[src/rtl/hex_line_encoder.sv]
// Serialises parallel sample sets into ASCII hex text lines: channel digits MSB first,
// a separator between channels, and CR LF at the end. Valid/ready on both sides.
module hex_line_encoder #(
    parameter int         DATA_WIDTH   = 12,
    parameter int         NUM_CHANNELS = 1,
    parameter logic [7:0] SEPARATOR    = 8'h2C,
    parameter bit         LOWERCASE    = 1'b0
) (
    input  logic                               clk,
    input  logic                               rst,
    input  logic [NUM_CHANNELS*DATA_WIDTH-1:0] in_data,
    input  logic                               in_valid,
    output logic                               in_ready,
    output logic [7:0]                         out_code,
    output logic                               out_valid,
    input  logic                               out_ready,
    output logic                               busy
);
    localparam int DIGITS = (DATA_WIDTH + 3) / 4;
    localparam int PW     = DIGITS * 4;
    localparam int DW     = (DIGITS > 1) ? $clog2(DIGITS) : 1;
    localparam int CW     = (NUM_CHANNELS > 1) ? $clog2(NUM_CHANNELS) : 1;
    localparam logic [DW-1:0] D_TOP  = DW'(DIGITS - 1);
    localparam logic [CW-1:0] C_LAST = CW'(NUM_CHANNELS - 1);

    typedef enum logic [2:0] {S_IDLE, S_DIGIT, S_SEP, S_CR, S_LF} state_t;

    state_t                            r_state;
    logic [NUM_CHANNELS*DATA_WIDTH-1:0] r_data;
    logic [DW-1:0]                     r_d;
    logic [CW-1:0]                     r_c;
    logic [7:0]                        r_code;
    logic                              r_valid;

    logic [NUM_CHANNELS*DATA_WIDTH-1:0] w_src;
    logic [PW-1:0]                     w_chan [NUM_CHANNELS];
    logic [CW-1:0]                     w_sel_c;
    logic [DW-1:0]                     w_sel_d;
    logic [3:0]                        w_nib;
    logic [7:0]                        w_code;
    logic                              w_xfer;

    function automatic logic [7:0] to_ascii(input logic [3:0] nib);
        if (nib < 4'd10)
            return 8'h30 + {4'b0, nib};
        else
            return (LOWERCASE ? 8'h57 : 8'h37) + {4'b0, nib};
    endfunction

    // In IDLE the first digit is taken straight from in_data so it can load on the accept edge.
    assign w_src = (r_state == S_IDLE) ? in_data : r_data;

    generate
        for (genvar gi = 0; gi < NUM_CHANNELS; gi++) begin : g_chan
            assign w_chan[gi] = PW'(w_src[gi*DATA_WIDTH +: DATA_WIDTH]);
        end
    endgenerate

    // Select the nibble of the byte that follows the one currently presented.
    always_comb begin
        w_sel_c = '0;
        w_sel_d = D_TOP;
        case (r_state)
            S_DIGIT: begin
                w_sel_c = r_c;
                w_sel_d = r_d - 1'b1;
            end
            S_SEP:   w_sel_c = r_c + 1'b1;
            default: ;
        endcase
    end

    assign w_nib  = w_chan[w_sel_c][{w_sel_d, 2'b00} +: 4];
    assign w_code = to_ascii(w_nib);
    assign w_xfer = r_valid && out_ready;

    always_ff @(posedge clk) begin
        if (rst) begin
            r_state <= S_IDLE;
            r_data  <= '0;
            r_d     <= D_TOP;
            r_c     <= '0;
            r_code  <= 8'h00;
            r_valid <= 1'b0;
        end else begin
            case (r_state)
                S_IDLE: begin
                    if (in_valid) begin
                        r_data  <= in_data;
                        r_state <= S_DIGIT;
                        r_d     <= D_TOP;
                        r_c     <= '0;
                        r_code  <= w_code;
                        r_valid <= 1'b1;
                    end
                end
                S_DIGIT: begin
                    if (w_xfer) begin
                        if (r_d != '0) begin
                            r_d    <= r_d - 1'b1;
                            r_code <= w_code;
                        end else if (r_c != C_LAST) begin
                            r_state <= S_SEP;
                            r_code  <= SEPARATOR;
                        end else begin
                            r_state <= S_CR;
                            r_code  <= 8'h0D;
                        end
                    end
                end
                S_SEP: begin
                    if (w_xfer) begin
                        r_state <= S_DIGIT;
                        r_c     <= r_c + 1'b1;
                        r_d     <= D_TOP;
                        r_code  <= w_code;
                    end
                end
                S_CR: begin
                    if (w_xfer) begin
                        r_state <= S_LF;
                        r_code  <= 8'h0A;
                    end
                end
                S_LF: begin
                    if (w_xfer) begin
                        r_state <= S_IDLE;
                        r_code  <= 8'h00;
                        r_valid <= 1'b0;
                        r_d     <= D_TOP;
                        r_c     <= '0;
                    end
                end
                default: r_state <= S_IDLE;
            endcase
        end
    end

    assign out_code  = r_code;
    assign out_valid = r_valid;
    assign in_ready  = (r_state == S_IDLE);
    assign busy      = (r_state != S_IDLE);
endmodule

[config.mk]
export PLATFORM = sky130hd
export DESIGN_NAME = hex_line_encoder
export DESIGN_NICKNAME = d
export VERILOG_FILES = /design/src/rtl/hex_line_encoder.sv
export SDC_FILE = /design/constraint.sdc
export NUM_CORES = 1
export LEC_CHECK = 0
export BUFFER_PORTS_ARGS = -buffer_cell sky130_fd_sc_hd__clkbuf_2
export CORE_UTILIZATION = 55
export DETAILED_ROUTE_END_ITERATION = 7
export PLACE_DENSITY_LB_ADDON = 0.08
export SETUP_SLACK_MARGIN = 0.4
export SYNTH_ARGS = -nofsm -noshare
export SYNTH_HDL_FRONTEND = slang
export SYNTH_SLANG_ARGS = --single-unit
[constraint.sdc]
create_clock -name clk -period 2.5 [get_ports clk]
set_input_delay 0.5 -clock clk [delete_from_list [all_inputs] [get_ports clk]]
set_output_delay 0.5 -clock clk [all_outputs]
set_load 0.01 [all_outputs]
==> impl_metrics.json <==
{
  "setup_viol": 0,
  "drc_errors": 0,
  "path_cells": "buf_4, nor2b_1, and3b_1, or3b_2, a21oi_1, a41oi_1, o41ai_1",
  "ys.flop_type": "dfxtp_1",
  "fp.dieW_um": 54.2,
  "synth_top_family_by_area": "compound AO/OA/AOI/OAI gates",
  "min_path_cells": 3,
  "synth_cells": 185,
  "ys_warn_count": 0,
  "cp_max_fo": 9,
  "htree_levels": 1,
  "synthArstFlopShare_pct": 0,
  "cts_tree": "built",
  "antenna_found_initial": 0,
  "finClkSkew_ps": 3.57,
  "fin_crit_ps": 1990,
  "slew_violations": 0,
  "multi_input_area_um2": 912,
  "io_pins": 27,
  "n_antenna_cell": 0,
  "synth_edf_count": 0,
  "dr_total_vias": 1435,
  "max_freq_ghz": 0.504,
  "final-seq-area_um2": 534,
  "via_per_inst": 5.91,
  "syn_area_per_cell_um2": 8.11,
  "clock-sinks": 26,
  "tns_ps": 0,
  "synthTopCellsByArea": "dfxtp_1, nand2_1, a21oi_1",
  "synth_adder_area_share_pct": 1.67,
  "fin_nets": 232,
  "worstRegToRegCells": 7,
  "worst_slew_pin_slew_ps": 546,
  "worstSetupStartpointType": "flip-flop",
  "area_growth_pct": 19.5,
  "syn_area_mm2": 0.00150,
  "critPathRequiredTime_ps": 2740,
  "post_drt_wl_per_cell_um": 14.3,
  "synth-seq-cells": 26,
  "cts.clk_slew.worst_paths_ps": 150,
  "final_cell_area_mm2": 0.00179,
  "clk_path_buf_depth": 2,
  "hold_class": "input port to flip-flop",
  "outcome": "completed",
  "leakagePower_nw": 0.705,
  "drive_gt1_share_pct": 31.9,
  "rsz0062_at_grt": "false",
  "grtUsageTotal_pct": 26.0,
  "grt_max_degree": 28,
  "synth_top_area_share_pct": 34.7,
  "syn_nets": 203,
  "synthDistinctLibCells": 56,
  "gp_congestion": 0.869,
  "overflow": 0,
  "hold_buffers": 0,
  "synth-compound-area-share_pct": 28.1,
  "muxShareOfSynthArea_pct": 2.00,
  "grt_pass1_vias": 1243,
  "slowest_delay_ps": 460,
  "grt_pass1_wl_um": 5510,
  "dpl.hpwl_um": 2520,
  "initial_utilization_pct": 59.5,
  "powerDensity_mw_per_mm2": 559,
  "critPathKind": "flip-flop to flip-flop",
  "wl_um": 3480,
  "maxCapViolations": 0,
  "io_buffer_count": 25,
  "fill_cells": 190,
  "cp_data_arrival_time_ps": 2230,
  "clk-insertion-delay-late_ps": 330,
  "critPathTopFamily": "simple AND/OR/NAND/NOR gates",
  "fp.dieH_um": 54.2,
  "numCtsBuffers": 3,
  "slowest_stage": "or3b_2",
  "finalHoldViolCount": 0,
  "synth_seq_area_share_pct": 34.7,
  "ctsRootBufferMaster": "clkbuf_4",
  "place_area_mm2": 0.00166,
  "num_rows": 18,
  "slew_headroom_pct": 63.6,
  "pre_cts_ws_ps": 192,
  "crit_path_end_kind": "flip-flop",
  "dr.pass1.iters": 4,
  "core_mm2": 0.00252,
  "ir_drop_mv": 0.524,
  "drt-initial-drc-count": 43,
  "crit_buf_inv": 1,
  "drtAntennaViolNets": 0,
  "cp.depth": 7,
  "die-area_mm2": 0.00294,
  "worst_slack_ps": 515,
  "fin_crit_sh_pct": 79.4,
  "synth_simple_gate_area_share_pct": 26.0,
  "yosysTopAreaCell": "dfxtp_1",
  "ff2ff_setup_slack_ps": 510,
  "synth-xor-area-share_pct": 0
}
## worst reg2reg max path, stage by stage (launching register included)
cell     delay [ps]
dfxtp_4         400
buf_4           180
nor2b_1         290
and3b_1         250
or3b_2          460
a21oi_1         160
a41oi_1          60
o41ai_1          80
## Yosys cell counts (2+ instances only)
cell,n
a211oi_1,2
a21oi_1,21
a221o_1,2
a221oi_1,2
a41oi_1,2
and2_1,2
buf_2,2
buf_4,3
clkbuf_1,6
dfxtp_1,26
ha_1,2
inv_1,7
mux2i_1,3
nand2_1,40
nand3_1,5
nor2_1,11
nor2b_1,2
nor3_1,2
o21ai_0,8
## state kept, by name (all words and copies together), names as in the netlist
register / cells
r_data: 12
out_valid: 1
r_c: 1
r_state: 3
r_d: 2
out_code: 7
## what timing repair did
action                                  4_1_cts  5_1_grt
endpoints found under the setup margin        6        3
setup buffers                                 1        4
pin swaps                                     0        5
gates resized for setup                       6        6
## cells in the final DEF (no fill, tap or decap), types with 2 or more instances in the layout
master    instances
nand2_1          40
clkbuf_2         25
a21oi_1          21
dfxtp_1          21
buf_4            12
nor2_1           11
o21ai_0           8
inv_1             5
nand3_1           5
mux2i_1           3
clkbuf_4          3
dfxtp_4           3
inv_2             2
a221o_1           2
and2_1            2
nor2b_1           2
a211oi_1          2
nor3_1            2
a221oi_1          2
a41oi_1           2
ha_4              2
dfxtp_2           2
## final timing paths
| check | start | to |
|---|---|---|
| setup / recovery | r_state[2]$_SDFFE_PP0P_ | out_code[0]$_SDFFE_PP0P_ |
| hold / removal | in_data[0] | r_data[0]$_SDFFE_PP0P_ |
| setup reg to reg | r_state[2]$_SDFFE_PP0P_ | out_code[0]$_SDFFE_PP0P_ |
| hold reg to reg | r_data[1]$_SDFFE_PP0P_ | r_data[1]$_SDFFE_PP0P_ |
## layout make-up
cell class                 instances  area share, %
timing repair buffer              37           12.0
sequential                        26           29.8
multi-input combinational        137           50.9
tap                               30           2.09
clock inverter                     1           1.67
clock buffer                       3           1.26
inverter                           9           2.30
## logic make-up (layout without fill, tap and decap cells)
| family | count (synthesis) | count (layout) |
|---|---|---|
| simple gates | 75 | 75 |
| compound gates | 56 | 56 |
| flops | 26 | 26 |
| buf+inv | 22 | 50 |
| mux | 3 | 3 |
| fa+ha+maj | 2 | 2 |
| other cells | 1 | 1 |
## where the power goes
part           leakage, nW  switching (W)  total, W  internal, W
logic                0.461       0.000135  0.000243     0.000108
clock network       0.0279       0.000134  0.000297     0.000162
registers            0.216      0.0000211  0.000463     0.000442
total                0.705       0.000291   0.00100     0.000712
## per-stage QoR
stage / hold slack, ps / power, W / cells / utilization [%]
after floorplan: 431 / 0.000632 / 185 / -
after global placement: 441 / 0.000687 / 234 / 65.7
after detailed placement: 442 / 0.000697 / 234 / 65.7
after CTS: 347 / 0.00100 / 239 / 69.1
after global routing: 344 / 0.00105 / 243 / 71.1
final: 361 / 0.00100 / 243 / 71.1
## layer usage
layer | GRT usage, % | wire length, um
met1 | 31.8 | 1490
met2 | 44.3 | 1700
met3 | 3.89 | 198
met4 | 12.4 | 87
met5 | 0 | 0
Note: power is estimated with default switching activity, not from simulation.
